===== src/rtl/irq_ctrl.sv =====
// irq_ctrl: up to 8 interrupt sources (edge/level, mask, pending, line map) onto 4 CPU lines.
// Define IRQ_CTRL_SYNC_EN to insert a 2-flop synchronizer on src_irq.
module irq_ctrl #(
  parameter int         NUM_SRC   = 8,
  parameter logic [7:0] BASE_ADDR = 8'h20
) (
  input  logic               clk,
  input  logic               reset,
  input  logic [NUM_SRC-1:0] src_irq,
  input  logic [15:0]        io_address,
  input  logic [7:0]         io_din,
  input  logic               io_write_en,
  input  logic               io_read_en,
  output logic [7:0]         io_dout,
  output logic [3:0]         irq_out,
  input  logic [3:0]         irq_clr
);

  localparam logic [7:0]  IMPL     = 8'((9'd1 << NUM_SRC) - 9'd1);
  localparam logic [15:0] MAP_IMPL = 16'((17'd1 << (2 * NUM_SRC)) - 17'd1);

  logic [7:0]      src_w, s, prev, edge_det;
  logic [7:0]      mask, pend, edge_mode, pend_nxt, clr_bits, rdata;
  logic [15:0]     map;
  logic [3:0][7:0] cause, cause_nxt, elig;
  logic [3:0]      clr_prev, ack, req;
  logic [8:0]      addr_lo;
  logic [7:0]      off;
  logic            sel, wr_mask, wr_pend, wr_edge, wr_map_lo, wr_map_hi;

  always_comb begin
    src_w = '0;
    src_w[NUM_SRC-1:0] = src_irq;
  end

`ifdef IRQ_CTRL_SYNC_EN
  logic [7:0] sync1, sync2;

  always_ff @(posedge clk or negedge reset) begin
    if (!reset) begin
      sync1 <= '0;
      sync2 <= '0;
    end else begin
      sync1 <= src_w & IMPL;
      sync2 <= sync1;
    end
  end

  assign s = sync2;
`else
  assign s = src_w & IMPL;
`endif

  assign edge_det = s & ~prev;

  assign addr_lo   = {1'b0, io_address[7:0]};
  assign sel       = (io_address[15:8] == 8'h10) &&
                     (addr_lo >= {1'b0, BASE_ADDR}) &&
                     (addr_lo <= {1'b0, BASE_ADDR} + 9'd8);
  assign off       = io_address[7:0] - BASE_ADDR;
  assign wr_mask   = io_write_en && sel && (off == 8'd0);
  assign wr_pend   = io_write_en && sel && (off == 8'd1);
  assign wr_edge   = io_write_en && sel && (off == 8'd2);
  assign wr_map_lo = io_write_en && sel && (off == 8'd3);
  assign wr_map_hi = io_write_en && sel && (off == 8'd4);

  // Lowest eligible index wins an acknowledge; x & -x isolates it for the clear.
  always_comb begin
    ack       = irq_clr & ~clr_prev;
    clr_bits  = '0;
    cause_nxt = cause;
    elig      = '0;
    req       = '0;
    for (int k = 0; k < 4; k++) begin
      for (int i = 0; i < 8; i++)
        elig[k][i] = pend[i] & mask[i] & (map[2*i +: 2] == 2'(k));
      req[k] = |elig[k];
      if (ack[k]) begin
        cause_nxt[k] = 8'h00;
        for (int i = 7; i >= 0; i--)
          if (elig[k][i]) cause_nxt[k] = {5'b10000, 3'(i)};
        clr_bits = clr_bits | (elig[k] & (~elig[k] + 8'd1));
      end
    end
    if (wr_pend) clr_bits = clr_bits | io_din;
    pend_nxt = ((edge_mode & ((pend & ~clr_bits) | edge_det)) | (~edge_mode & s)) & IMPL;
  end

  always_comb begin
    rdata = 8'h00;
    case (off)
      8'd0:    rdata = mask;
      8'd1:    rdata = pend;
      8'd2:    rdata = edge_mode;
      8'd3:    rdata = map[7:0];
      8'd4:    rdata = map[15:8];
      8'd5:    rdata = cause[0];
      8'd6:    rdata = cause[1];
      8'd7:    rdata = cause[2];
      8'd8:    rdata = cause[3];
      default: rdata = 8'h00;
    endcase
  end

  always_ff @(posedge clk or negedge reset) begin
    if (!reset) begin
      prev      <= '0;
      clr_prev  <= '0;
      pend      <= '0;
      cause     <= '0;
      irq_out   <= '0;
      io_dout   <= '0;
      mask      <= '0;
      edge_mode <= '0;
      map       <= '0;
    end else begin
      prev     <= s;
      clr_prev <= irq_clr;
      pend     <= pend_nxt;
      cause    <= cause_nxt;
      irq_out  <= req;
      if (io_read_en) io_dout <= sel ? rdata : 8'h00;
      if (wr_mask)    mask      <= io_din & IMPL;
      if (wr_edge)    edge_mode <= io_din & IMPL;
      if (wr_map_lo)  map[7:0]  <= io_din & MAP_IMPL[7:0];
      if (wr_map_hi)  map[15:8] <= io_din & MAP_IMPL[15:8];
    end
  end

endmodule

===== config.mk =====
export PLATFORM = sky130hd
export DESIGN_NAME = irq_ctrl
export DESIGN_NICKNAME = d
export VERILOG_FILES = /design/src/rtl/irq_ctrl.sv
export SDC_FILE = /design/constraint.sdc
export NUM_CORES = 1
export LEC_CHECK = 0
export ABC_AREA = 0
export CAP_MARGIN = 0
export CORE_UTILIZATION = 69
export DETAILED_ROUTE_END_ITERATION = 16
export DONT_BUFFER_PORTS = 1
export PLACE_DENSITY_LB_ADDON = 0.05
export SYNTH_ARGS = -nofsm -noshare
export SYNTH_HDL_FRONTEND = slang
export SYNTH_SLANG_ARGS = --single-unit

===== constraint.sdc =====
create_clock -name clk -period 3.82 [get_ports clk]
set_input_delay 0.382 -clock clk [delete_from_list [all_inputs] [get_ports clk]]
set_output_delay 0.382 -clock clk [all_outputs]
set_load 0.01 [all_outputs]

# Word level (Yosys, flattened, before mapping)
# Index checks and enable logic that the tools add are counted.
dict set report totals {
  ff_bits 96
  input_bits 40
  out_inout_bits 12
  word_cells 176
}
dict set report op_classes {
  add_sub_neg 5
  n_lt_le_gt_ge 2
  eq_ne 33
  n_mux 39
  bitwise_logic 63
  n_reduce_logical 21
}
# op count
set op_table {}
lappend op_table {{8-bit 2-to-1 mux} 38}
lappend op_table {{8-bit one-hot mux with 9 select lines} 1}
lappend op_table {{8-bit AND} 8}
lappend op_table {{8-bit NOT} 7}
lappend op_table {{8-bit bitwise OR} 6}
lappend op_table {{1-bit AND} 40}
lappend op_table {{8-bit by 1-bit adder with 8-bit output (second input constant)} 4}
lappend op_table {{2-bit equality test (second input constant)} 16}
lappend op_table {{8-bit by 3-bit equality test with 1-bit output (second input constant)} 4}
lappend op_table {{8-bit OR reduction} 4}
lappend op_table {{2-bit by 1-bit equality test with 1-bit output (second input constant)} 8}
lappend op_table {{8-bit by 2-bit equality test with 1-bit output (second input constant)} 2}
lappend op_table {{2-bit zero test} 8}
lappend op_table {{8-bit by 1-bit equality test with 1-bit output (second input constant)} 1}
lappend op_table {{8-bit by 4-bit equality test with 1-bit output (second input constant)} 1}
lappend op_table {{8-bit by 5-bit equality test with 1-bit output (second input constant)} 1}
lappend op_table {{8-bit by 6-bit greater-or-equal comparator with 1-bit output (second input constant)} 1}
lappend op_table {{8-bit by 6-bit <= comparator with 1-bit output (second input constant)} 1}
lappend op_table {{1-bit logical AND} 8}
lappend op_table {{8-bit zero test} 1}
lappend op_table {{8-bit by 6-bit subtractor with 8-bit output (second input constant)} 1}
lappend op_table {{4-bit AND} 1}
lappend op_table {{4-bit NOT} 1}

# Depth between registers and ports, before layout
dict set report depth {
  word_depth 19
  depth_mapped 8
  mapped_depth_nobuf 7
}

# Worst setup path after synthesis
# Ideal clock, no wire load.
dict set report synth_timing {
  path_kind {input to register}
  from {input io_address[5]}
  to {register map[0]}
  setup_ns 0.125
  arrival_ns 2.181
  required_time_ns 3.695
  setup_slack_ns 1.514
  cell_stages 7
  n_path_buf 0
  cell_sequence {inv_1 -> ha_1 -> xnor2_1 -> nand4b_1 -> or4_4 -> nor2_2 -> mux2_2}
}
dict set report synth_between {
  elab_chain_cells 5
  word_cells_on_any_way 8
  cone_classes {add/sub: 1; order compare: 2; eq/ne: 1; reduce/logical: 4}
}
# item line
set synth_lines {}
lappend synth_lines {{start, declared} 10} ;# input logic [15:0] io_address,
lappend synth_lines {{branches (longest 4 deep; another with 8-bit by 6-bit subtractor with 8-bit output)} -}
lappend synth_lines {{1-bit logical AND (*)} 64} ;# assign wr_map_lo = io_write_en && sel && (off == 8'd3);
lappend synth_lines {{end signal, assigned} 125} ;# if (wr_map_lo) map[7:0] <= io_din & MAP_IMPL[7:0];
lappend synth_lines {{end, declared} 24} ;# logic [15:0] map;
# Mark *: on every way between the ends.
# A chain may end at the register's enable or synchronous reset.

# Final worst setup path
dict set report layout_timing {
  from {input io_address[5]}
  to {register map[4]}
}
# The elaborated chain is that of the path after synthesis.

==> out/metrics.cfg <==
[finish]
nNetsFinal = 465
diodes = 0
final_cells = 504
area_growth_pct = 7.57
drive_above_1_share_pct = 16.6

[placed_design]
hpwl_um = 8650
gp_congestion = 1.00
dpl.cell_count = 486
port_buffers = 0

[synth]
async_flop_share_pct = 100
synth_fp_nets = 463
synth.cell_area_um2 = 4410
synth_cell_type_count = 60
ys_seq_elements = 80
syn_area_per_cell_um2 = 10.5
yosysSeqAreaShare_pct = 45.4
yosysWarnings = 0
synth-edff-count = 0
yosys_most_used_dff = dfrtp_1
postSynthCellCount = 422

[setup_path]
r2r-end = pend[5]
worstSetupStartpointType = input port
cp.required_ns = 4.06
worstSetupPathType = input port to flip-flop
critical_path.startpoint = io_address[5]
end_kind = flip-flop
critical_path.endpoint = map[4]
path_max_fanout = 8
r2r-start = clr_prev[2]
r2r_slack_ns = 1.73
r2r_cells = 5
arrival_ns = 2.51

[grt]
grt_max_degree = 81
grt_pass1_wl_um = 18600
grt_pass1_vias = 3672
grt_overflow_total = 0
grt.total_usage_pct = 39.1
antenna_found_initial = 0

[timing]
rsz0062_at_grt = false
maxSlewViolCount = 0
tightestPinTransition_ns = 0.622
finalCritPeriodShare_pct = 59.5
skew_ns = 0.0156
finalSetupViolCount = 0
hold_viol = 0
tns_ns = 0
slew_headroom_pct = 58.0
max_freq_ghz = 0.440
layout_min_cycle_time_ns = 2.27

[clock_network]
clk_root_buffer_cell = clkbuf_8
cts.path.max_buffers = 2
cts_hold_buf = 2
cts.sinks = 80
cts_buffers = 9
insertion_delay_ns = 0.37
clkSlewWorstSetupHoldPaths_ns = 0.09
tritoncts = yes
htreeDepth = 3
cts_setup_buffers = 0
cts_resized = 0

[floorplan]
rows = 28
die_h_um = 82.0
die_area_um2 = 6720
initial_core_util_pct = 72.8
pin_count = 52
core_area_um2 = 6060
die_w_um = 82.0

[min_path]
hold_class = input port to flip-flop

[route]
drt_wl_total_um = 12300
dr.pass1.iters = 5
wl_per_cell_um = 24.4
first_iter_violations = 424
vias = 3761
ant_nets = 0
avgViaCountPerCell = 7.46
drc = 0

[pwr]
power_density_nw_per_um2 = 360
vdd_drop_max_v = 0.000310
leakage_uw = 0.00204

[flow_run]
drv_cap = 0

[outcome]
outcome = complete, no violations

synth_stat cells, types with 3 or more instances:
| library cell | number | share of area, % |
|---|---|---|
| a21oi_1 | 12 | 1.4 |
| a22o_1 | 9 | 1.8 |
| a22oi_1 | 3 | 0.51 |
| a31oi_1 | 14 | 2.0 |
| a32o_1 | 5 | 1.1 |
| and2_1 | 6 | 0.85 |
| and4b_1 | 3 | 0.68 |
| buf_2 | 3 | 0.34 |
| clkbuf_1 | 10 | 0.85 |
| dfrtp_1 | 80 | 45 |
| inv_1 | 10 | 0.85 |
| mux2_2 | 39 | 9.9 |
| mux2i_1 | 6 | 1.4 |
| mux4_2 | 4 | 2.0 |
| nand2_1 | 44 | 3.7 |
| nand2b_1 | 8 | 1.1 |
| nand3_1 | 11 | 1.2 |
| nand3b_1 | 8 | 1.4 |
| nand4_1 | 9 | 1.3 |
| nand4b_1 | 16 | 3.2 |
| nand4bb_1 | 3 | 0.77 |
| nor2_1 | 25 | 2.1 |
| nor2b_1 | 9 | 1.3 |
| nor3_1 | 10 | 1.1 |
| nor3b_1 | 4 | 0.68 |
| nor4_1 | 6 | 0.85 |
| nor4bb_1 | 3 | 0.68 |
| o211ai_1 | 5 | 0.85 |
| o21ai_0 | 11 | 1.2 |
| o2bb2ai_1 | 6 | 1.2 |
| o31ai_1 | 4 | 0.68 |
where the power goes:
group / internal, uW / total (uW) / leakage, uW / switching, uW
sequential: 858 / 869 / 0.00107 / 11.1
clock: 435 / 760 / 0.000119 / 325
combinational: 29.6 / 80.5 / 0.000846 / 50.9
total: 1320 / 1710 / 0.00204 / 388
metal layers:
metal | global-route usage (%) | wire length (um)
met1 | 51.6 | 4890
met2 | 61.2 | 5720
met3 | 6.11 | 1140
met4 | 22.5 | 554
met5 | 0 | 0
worst min-delay path by stage:
stage | startpoint | to | slack, ns | cells after the start
6_report | irq_clr[0] | clr_prev[0] | 0.04 | 0
5_1_grt | irq_clr[0] | clr_prev[0] | 0.03 | 0
4_1_cts | src_irq[0] | prev[0] | 0.04 | 0
3_5_place_dp | reset | prev[0] | 0.09 | 0
3_3_place_gp | reset | pend[0] | 0.09 | 0
2_1_floorplan | reset | cause[0] | 0.09 | 0
cell type report:
class / count / area (um^2)
Clock buffer: 9 / 124
Clock inverter: 7 / 120
Fill cell: 421 / 1310
Inverter: 10 / 37.5
Multi-Input combinational cell: 318 / 2310
Sequential cell: 80 / 2000
Tap cell: 75 / 93.8
Timing Repair Buffer: 5 / 60.1
cells by family after synthesis:
| family | Yosys count | share of synthesized area (%) |
|---|---|---|
| AO/OA/AOI/OAI | 90 | 14.6 |
| XOR/XNOR | 1 | 0.198 |
| adder cells (fa/ha/maj) | 1 | 0.283 |
| buffers and inverters | 24 | 2.30 |
| flip-flops | 80 | 45.4 |
| multiplexers | 49 | 13.4 |
| AND/OR/NAND/NOR | 177 | 23.9 |
cells in the final DEF, fill, tap and decap left out, types with 9 or more instances in the layout:
cell type  netlist  final
clkbuf_8         0      9
a22o_1           9      9
nand3_1         11     11
nand2_1         44     44
a31oi_1         14     14
a21oi_1         12     12
inv_1           10     10
nor2b_1          9      9
nand4b_1        16     16
dfrtp_1         80     80
nor3_1          10     10
nand4_1          9      9
mux2_2          39     39
o21ai_0         11     11
nor2_1          25     25
through the flow:
| step | cell area (um^2) | utilization, % | hold WS [ns] | total power (uW) | setup WS, ns |
|---|---|---|---|---|---|
| after floorplan | 4410 | - | 0.0864 | 938 | 1.51 |
| after global placement | 4470 | 73.7 | 0.0877 | 942 | 1.24 |
| after detailed placement | 4470 | 73.7 | 0.0878 | 944 | 1.19 |
| after CTS | 4750 | 78.3 | 0.0404 | 1710 | 1.55 |
| after global routing | 4750 | 78.3 | 0.0271 | 1750 | 1.44 |
| final | 4750 | 78.3 | 0.0361 | 1710 | 1.55 |
registers in the layout, summed over array words and instances (netlist names):
signal and cells:
cause 16, map 16, edge_mode 8, io_dout 8
mask 8, pend 8, prev 8, clr_prev 4
irq_out 4
critical path: stages:
cell	delay, ns
inv_1	0.02
ha_1	0.20
xnor2_1	0.16
nand4b_1	0.24
or4_4	0.62
nor2_2	0.50
mux2_2	0.40
No activity file was read; power rests on OpenSTA's default activity.
